File: src/rtl/dac_sample_fifo.sv
// dac_sample_fifo: buffers signed audio samples and hands them to the SPI DAC driver as
// rounded, saturated 12-bit offset binary, one sample per frame strobe. The FIFO stores
// the already-converted 12-bit value, so the pop path is a plain register load.
module dac_sample_fifo #(
  parameter int unsigned IN_W       = 16,
  parameter int unsigned DEPTH_LOG2 = 4
) (
  input  logic                  clk,
  input  logic                  reset,
  input  logic [IN_W-1:0]       in_data,
  input  logic                  in_valid,
  output logic                  in_ready,
  input  logic                  dac_ena,
  output logic [11:0]           dac_data,
  output logic [DEPTH_LOG2:0]   level,
  output logic                  underrun,
  output logic [15:0]           underrun_cnt,
  input  logic                  clear_cnt
);

  localparam int unsigned          Depth     = 2 ** DEPTH_LOG2;
  localparam logic [DEPTH_LOG2:0]  LevelFull = (DEPTH_LOG2 + 1)'(Depth);
  // Half an output LSB, for round-half-up before truncating to 12 bits.
  localparam logic [IN_W:0]        RoundInc  = (IN_W + 1)'(1) << (IN_W - 13);
  localparam logic [11:0]          Midscale  = 12'h800;

  logic [11:0]           mem_q [Depth];
  logic [DEPTH_LOG2-1:0] wr_ptr_q, wr_ptr_d;
  logic [DEPTH_LOG2-1:0] rd_ptr_q, rd_ptr_d;
  logic [DEPTH_LOG2:0]   level_q, level_d;
  logic [11:0]           dac_data_q, dac_data_d;
  logic                  underrun_q, underrun_d;
  logic [15:0]           cnt_q, cnt_d;

  logic                  push;
  logic                  pop;
  logic                  starve;

  logic [IN_W:0]         sum_ext;
  logic [12:0]           shifted;
  logic [11:0]           sat;
  logic [11:0]           conv_data;
  logic                  unused_round_bits;

  // Sample conversion: sign-extend, add half LSB, keep the top 13 bits, clamp to 12.
  always_comb begin
    sum_ext = {in_data[IN_W-1], in_data} + RoundInc;
    // Taking the top 13 bits is the arithmetic shift right by IN_W-12.
    shifted = sum_ext[IN_W -: 13];
    if (shifted[12] != shifted[11]) begin
      sat = shifted[12] ? 12'h800 : 12'h7FF;
    end else begin
      sat = shifted[11:0];
    end
    // Two's complement to offset binary.
    conv_data = {~sat[11], sat[10:0]};
  end

  // Fraction bits below the output LSB only matter through the rounding carry.
  assign unused_round_bits = ^sum_ext[IN_W-13:0];

  assign in_ready = (level_q != LevelFull);
  assign push     = in_valid && in_ready;
  assign pop      = dac_ena && (level_q != '0);
  assign starve   = dac_ena && (level_q == '0);

  // Next-state for pointers, occupancy, output sample and underrun bookkeeping.
  always_comb begin
    wr_ptr_d   = wr_ptr_q;
    rd_ptr_d   = rd_ptr_q;
    level_d    = level_q;
    dac_data_d = dac_data_q;
    underrun_d = starve;
    cnt_d      = cnt_q;

    if (push) begin
      wr_ptr_d = wr_ptr_q + DEPTH_LOG2'(1);
    end

    // An empty FIFO never pops, even with a same-cycle push: no fall-through.
    if (pop) begin
      rd_ptr_d   = rd_ptr_q + DEPTH_LOG2'(1);
      dac_data_d = mem_q[rd_ptr_q];
    end

    case ({push, pop})
      2'b10:   level_d = level_q + (DEPTH_LOG2 + 1)'(1);
      2'b01:   level_d = level_q - (DEPTH_LOG2 + 1)'(1);
      default: level_d = level_q;
    endcase

    // Clear beats a coincident underrun; the pulse itself is unaffected.
    if (clear_cnt) begin
      cnt_d = '0;
    end else if (starve && (cnt_q != 16'hFFFF)) begin
      cnt_d = cnt_q + 16'd1;
    end
  end

  // Control state; reset discards the FIFO by zeroing pointers and occupancy.
  always_ff @(posedge clk or negedge reset) begin
    if (!reset) begin
      wr_ptr_q   <= '0;
      rd_ptr_q   <= '0;
      level_q    <= '0;
      dac_data_q <= Midscale;
      underrun_q <= 1'b0;
      cnt_q      <= '0;
    end else begin
      wr_ptr_q   <= wr_ptr_d;
      rd_ptr_q   <= rd_ptr_d;
      level_q    <= level_d;
      dac_data_q <= dac_data_d;
      underrun_q <= underrun_d;
      cnt_q      <= cnt_d;
    end
  end

  // Sample storage; no reset needed since stale entries are unreachable after reset.
  always_ff @(posedge clk) begin
    if (push) begin
      mem_q[wr_ptr_q] <= conv_data;
    end
  end

  assign dac_data     = dac_data_q;
  assign level        = level_q;
  assign underrun     = underrun_q;
  assign underrun_cnt = cnt_q;

endmodule

File: config.mk
export PLATFORM = sky130hd
export DESIGN_NAME = dac_sample_fifo
export DESIGN_NICKNAME = d
export VERILOG_FILES = /design/src/rtl/dac_sample_fifo.sv
export SDC_FILE = /design/constraint.sdc
export NUM_CORES = 1
export LEC_CHECK = 0
export BUFFER_PORTS_ARGS = -buffer_cell sky130_fd_sc_hd__buf_2
export CAP_MARGIN = 20
export CORE_AREA = 2 2 151 153
export DETAILED_ROUTE_END_ITERATION = 12
export DIE_AREA = 0 0 153 155
export GPL_TIMING_DRIVEN = 0
export REMOVE_ABC_BUFFERS = 1
export SLEW_MARGIN = 20
export SYNTH_ARGS = -nofsm -noshare
export SYNTH_HDL_FRONTEND = slang
export SYNTH_SLANG_ARGS = --single-unit
File: constraint.sdc
create_clock -name clk -period 3.2 [get_ports clk]
set_input_delay 0 -clock clk [delete_from_list [all_inputs] [get_ports clk]]
set_output_delay 0 -clock clk [all_outputs]
set_load 0.005 [all_outputs]
==> results.py, run 1 <==
metrics = {
    "sta": {
        "worstMarginPinSlew_ns": 1.06,
        "fin_setup_tns_ns": 0,
        "rsz0062_at_grt": "no",
        "skew_ns": 0.0177,
        "hold_viol": 0,
        "period_share_pct": 94.7,
        "period_needed_ns": 3.03,
        "setup_ws_ns": 0.168,
        "slew_violations": 0,
        "setup_viol": 0,
        "slew_headroom_pct": 28.6,
        "hold_slack_ns": 0.0291,
        "max_freq_mhz": 330,
    },
    "setup_path": {
        "startpoint_type": "flip-flop",
        "cp_top_family": "simple AND/OR/NAND/NOR gates",
        "crit_arrival_ns": 3.43,
        "required_ns": 3.60,
        "path_buf_inv": 2,
        "crit_chain": "or4_4, o21ai_4, buf_8, inv_1, ha_4, xor2_1, ha_1, o211a_1, or4_1, nand3_1, nor3b_1",
        "critPathMaxFanout": 13,
        "end_kind": "flip-flop",
        "slowest_stage": "or4_4",
        "crit_path_max_incr_delay_ns": 0.56,
        "path_class": "flip-flop to flip-flop",
    },
    "clock_network": {
        "clk_latency_ns": 0.53,
        "clk_pin_slew_ns": 0.06,
        "cts_max_path_buffers": 3,
        "cts_max_level": 1,
        "ctsRootBufferMaster": "clkbuf_16",
        "cts_buffers": 25,
        "clkSinkCount": 234,
        "cts_tree": "built",
    },
    "placement": {
        "post-place-cells": 900,
        "port_buffers": 52,
        "place.gp.congestion": 0.787,
        "place_ws_ns": -0.394,
        "place_hpwl_um": 13200,
        "place_area_mm2": 0.0105,
    },
    "power": {
        "p_sw_mw": 2.77,
        "clockPowerShare_pct": 33.2,
        "power_mw": 9.70,
        "swShare_pct": 28.6,
        "sequentialPowerShare_pct": 43.6,
        "p_comb_share_pct": 23.2,
        "p_leak_nw": 4.01,
        "power_per_cell_area_mw_per_mm2": 841,
        "vdd_drop_max_v": 0.000606,
        "power.internal_mw": 6.93,
    },
    "min_path": {
        "hold_class": "input port to asynchronous set/reset pin",
    },
    "floorplan": {
        "start_util_pct": 44.3,
        "die-width_um": 153,
        "rows": 55,
        "fp.dieArea_mm2": 0.0237,
        "fp.dieH_um": 155,
        "io_pins": 56,
        "coreArea_mm2": 0.0222,
    },
    "synthesis": {
        "synth_area_per_cell_um2": 16.9,
        "yosys-top-cells-area": "edfxtp_1 59%, mux4_2 11%, dfrtp_1 10%",
        "synth.distinct_cells": 48,
        "synth.top_cells.by_count": "192 x edfxtp_1, 48 x mux4_2, 41 x dfrtp_1, 28 x nand2_1, 21 x nor2_1",
        "synth_area_mm2": 0.00984,
        "synth_cells": 582,
        "async_flop_share_pct": 17.9,
        "ys_ff_latch": 234,
        "yosys_warnings": 0,
        "synth_top_area_cell": "edfxtp_1",
        "synth_edf_count": 192,
        "yosysSeqAreaShare_pct": 69.3,
        "synthFlopType": "edfxtp_1",
        "synth.top_cell.area_share_pct": 58.6,
        "synth.most_common_cell": "edfxtp_1",
    },
    "detailed_routing": {
        "remaining_drc_errors": 0,
        "wl_per_cell_um": 21.7,
        "wl_um": 20700,
        "viasPerCell": 5.73,
        "first_iter_violations": 299,
        "ant_nets": 0,
        "num_vias": 5468,
        "first_pass_iters": 4,
    },
    "global_routing": {
        "grtUsageTotal_pct": 17.5,
        "first_global_vias": 5685,
        "grt_pass1_wl_um": 32100,
        "grt_max_degree": 43,
        "overflow": 0,
        "antenna_found_initial": 0,
    },
    "final_layout": {
        "n_antenna_cell": 0,
        "utilization_pct": 51.9,
        "syn_to_final_growth_pct": 17.3,
        "stdcell_count": 954,
        "drive_gt1_share_pct": 28.7,
        "design_area_mm2": 0.0115,
        "fin_nets": 682,
    },
    "flow_run": {
        "cap_viol_max_count": 0,
    },
    "outcome": {
        "status": "finished clean",
    },
}
==> routing by layer <==
| layer | vias up | wire length (um) | track usage [%] |
|---|---|---|---|
| met3 | 44 | 1080 | 2.56 |
| met4 | 0 | 672 | 6.13 |
| met5 | - | 0 | 0 |
| met2 | 147 | 10300 | 30.0 |
| met1 | 2807 | 8670 | 23.1 |
| li1 | 2470 | - | - |
==> area by class of cell <==
type | instances | area, um2
Inverter | 7 | 26.3
Fill cell | 1814 | 10700
Clock inverter | 18 | 284
Clock buffer | 28 | 647
Tap cell | 285 | 357
Timing Repair Buffer | 72 | 473
Multi-Input combinational cell | 310 | 2930
Sequential cell | 234 | 6830
==> state kept, by name (all words and copies together), names as in the netlist <==
name and count:
rd_ptr_q 4, underrun 1, wr_ptr_q 4, dac_data 12
mem_q 192, level 5, underrun_cnt 16
==> worst paths after layout <==
| path | startpoint | end | slack, ns | cells past startpoint |
|---|---|---|---|---|
| worst min register to register | dac_data[7] | dac_data[7] | 0.48 | 1 |
| worst max register to register | level[1] | level[4] | 0.17 | 11 |
| worst max-delay path | level[1] | level[4] | 0.17 | 11 |
| min in group clk | in_data[6] | mem_q[5][2] | 0.05 | 3 |
| max in group asynchronous | reset | rd_ptr_q[0] | 2.71 | 2 |
| worst min-delay path | reset | level[2] | 0.03 | 2 |
==> kinds of logic (layout without fill, tap and decap cells) <==
| group | count (synthesis) | after routing | synth area share, % |
|---|---|---|---|
| flip-flops | 234 | 234 | 69.3 |
| AO/OA/AOI/OAI | 83 | 83 | 5.58 |
| multiplexers | 67 | 67 | 13.0 |
| adder cells (fa/ha/maj) | 11 | 11 | 1.40 |
| AND/OR/NAND/NOR | 130 | 130 | 7.22 |
| buffers and inverters | 38 | 125 | 1.84 |
| XOR/XNOR | 19 | 19 | 1.69 |
==> layout by cell type (no fill, tap or decap), drive strengths merged, types with 3 or more instances in the layout <==
cell and n:
or3 5, dfrtp 41, xor2 5, o21ai 15, clkinv 9, a211oi 14, mux2 4, nor2 21
edfxtp 192, inv 8, mux4 48, nand3 11, clkbuf 28, o22ai 12, dlygate4sd3 6, nor2b 5
xnor2 14, ha 11, and2 3, nor3b 3, mux2i 15, nor4 7, nand4 10, nand2b 10
a21o 12, a21oi 13, buf 66, nor3 10, or4 10, nand2 28, bufinv 7, o31ai 8
==> power groups by stage <==
stage / clock network (mW) / logic [mW] / registers (mW)
after CTS: 3.28 / 2.28 / 4.24
after global placement: 0 / 2.03 / 4.43
after global routing: 3.38 / 2.46 / 4.30
after floorplan: 0 / 1.45 / 4.24
final: 3.22 / 2.25 / 4.23
after detailed placement: 0 / 2.27 / 4.30
==> what timing repair did <==
item,CTS,global route
hold buffers,6,0
setup endpoints to repair,2,1
setup buffers,1,1
cloned,0,0
pin swaps,1,1
hold endpoints to repair,78,0
gates resized for setup,1,3
No activity file was read; power rests on OpenSTA's default activity.
==> run 2: changes to the inputs <==
--- a/config.mk
+++ b/config.mk
@@ -8,6 +8,7 @@
 export BUFFER_PORTS_ARGS = -buffer_cell sky130_fd_sc_hd__buf_2
 export CAP_MARGIN = 20
 export CORE_AREA = 2 2 151 153
+export CTS_BUF_LIST = sky130_fd_sc_hd__clkbuf_8
 export DETAILED_ROUTE_END_ITERATION = 12
 export DIE_AREA = 0 0 153 155
 export GPL_TIMING_DRIVEN = 0
==> results.py, run 2 (synthesis results as in run 1) <==
metrics = {
    "flow_run": {
        "cap_viol_max_count": 0,
    },
    "setup_path": {
        "crit_start": "level[1]",
        "required_ns": 3.62,
        "startpoint_type": "flip-flop",
        "cp_top_family": "simple AND/OR/NAND/NOR gates",
        "rr_startpoint": "level[1]",
        "crit_chain": "or4_4, o21ai_4, buf_8, inv_1, ha_2, xor2_1, ha_1, o211a_1, or4_1, nand3_1, nor3b_1",
        "crit_path_max_incr_delay_ns": 0.56,
        "path_buf_inv": 2,
        "critPathMaxFanout": 13,
        "crit_arrival_ns": 3.48,
        "path_class": "flip-flop to flip-flop",
        "slowest_stage": "or4_4",
        "end_kind": "flip-flop",
    },
    "final_layout": {
        "utilization_pct": 51.0,
        "largest_register": "mem_q",
        "multi_input_area_mm2": 0.00292,
        "syn_to_final_growth_pct": 15.3,
        "largest_reg_flops": 192,
        "fillers": 1865,
        "n_antenna_cell": 0,
        "final_common_cell": "edfxtp_1",
        "final-seq-area_mm2": 0.00683,
        "final_cell_mix": "192 x edfxtp_1, 52 x buf_2, 48 x mux4_2",
        "stdcell_count": 979,
        "drive_gt1_share_pct": 29.3,
        "fin_nets": 697,
    },
    "placement": {
        "place_ws_ns": -0.394,
        "post-place-cells": 900,
        "port_buffers": 52,
        "place_hpwl_um": 13200,
        "place.gp.congestion": 0.787,
    },
    "outcome": {
        "status": "finished clean",
    },
    "sta": {
        "period_share_pct": 95.7,
        "setup_ws_ns": 0.137,
        "worstMarginPinSlew_ns": 1.04,
        "setup_viol": 0,
        "slew_headroom_pct": 29.9,
        "slew_violations": 0,
        "period_needed_ns": 3.06,
        "hold_viol": 0,
        "max_freq_mhz": 326,
        "skew_ns": 0.0126,
    },
    "floorplan": {
        "coreArea_mm2": 0.0222,
        "fp.dieArea_mm2": 0.0237,
        "die-width_um": 153,
        "fp.dieH_um": 155,
        "io_pins": 56,
        "start_util_pct": 44.3,
        "rows": 55,
    },
    "clock_network": {
        "ctsRootBufferMaster": "clkbuf_8",
        "cts_tree": "built",
        "cts_max_path_buffers": 3,
        "cts_max_level": 2,
        "clk_latency_ns": 0.54,
        "cts_buffers": 40,
        "clkSinkCount": 234,
        "clk_pin_slew_ns": 0.06,
    },
    "global_routing": {
        "grt_max_degree": 43,
        "grtUsageTotal_pct": 17.7,
        "grt_pass1_wl_um": 32300,
        "antenna_found_initial": 0,
        "overflow": 0,
        "first_global_vias": 5809,
    },
    "detailed_routing": {
        "wl_per_cell_um": 21.3,
        "num_vias": 5540,
        "remaining_drc_errors": 0,
        "ant_nets": 0,
        "viasPerCell": 5.66,
        "wl_um": 20800,
        "first_iter_violations": 324,
        "first_pass_iters": 4,
    },
    "power": {
        "vdd_drop_max_v": 0.000413,
        "power_per_cell_area_mw_per_mm2": 789,
        "p_leak_nw": 3.97,
    },
    "min_path": {
        "hold_class": "input port to asynchronous set/reset pin",
    },
}
## run 2: per-layer routing
metal  routed length (um)  track usage (%)  part of all wire (%)  up-vias
met5                    0                0                     0        -
met4                  644             7.67                   3.1        0
met3                 1130             3.37                   5.4       47
met2                10100             29.4                    48      165
met1                 8970             23.2                    43     2825
li1                     -                -                     -     2503
## run 2: final cells by class
| cell class | instances | area share, % |
|---|---|---|
| flip-flops and latches | 234 | 60.2 |
| inverters | 7 | 0.232 |
| clock buffers | 45 | 5.46 |
| clock inverters | 26 | 1.04 |
| well taps | 285 | 3.14 |
| repair buffers | 72 | 4.17 |
| multi-input cells | 310 | 25.8 |
## run 2: stage by stage
step                      setup TNS (ns)  hold slack [ns]  area (um2)  power, mW
after floorplan                    -1.62           -0.296        9680       5.69
after global placement            -42.81            0.234       10300       6.46
after detailed placement          -0.537            0.248       10500       6.56
after CTS                              0           0.0127       11300       9.06
after global routing             -0.0103           0.0440       11300       9.42
final                                  0           0.0134       11300       8.95
## run 2: final timing paths
check,endpoint,cells after the start,slack [ns]
setup reg to reg,level[4],11,0.14
hold / removal,level[2],2,0.01
min in group clk,mem_q[0][2],3,0.04
max in group asynchronous,rd_ptr_q[0],2,2.74
hold reg to reg,dac_data[7],1,0.48
setup / recovery,level[4],11,0.14
## run 2: report_power, final
part           leakage (nW)  total (mW)  internal, mW  switching, mW
logic                  1.29        2.24          1.15           1.09
clock network         0.420        2.48          1.30           1.18
registers              2.26        4.23          3.75          0.488
## run 2: worst reg2reg max path, stage by stage, from the launching register on
cell and delay (ns):
dfrtp_2 0.47, or4_4 0.56, o21ai_4 0.20, buf_8 0.18, inv_1 0.11, ha_2 0.25, xor2_1 0.18, ha_1 0.22
o211a_1 0.24, or4_1 0.39, nand3_1 0.09, nor3b_1 0.05
## run 2: what timing repair did
action,in CTS,in global routing
endpoints found under the setup margin,2,1
hold buffers,6,0
setup buffers,1,1
pin swaps,1,1
endpoints found under the hold margin,78,0
resized for setup,1,2
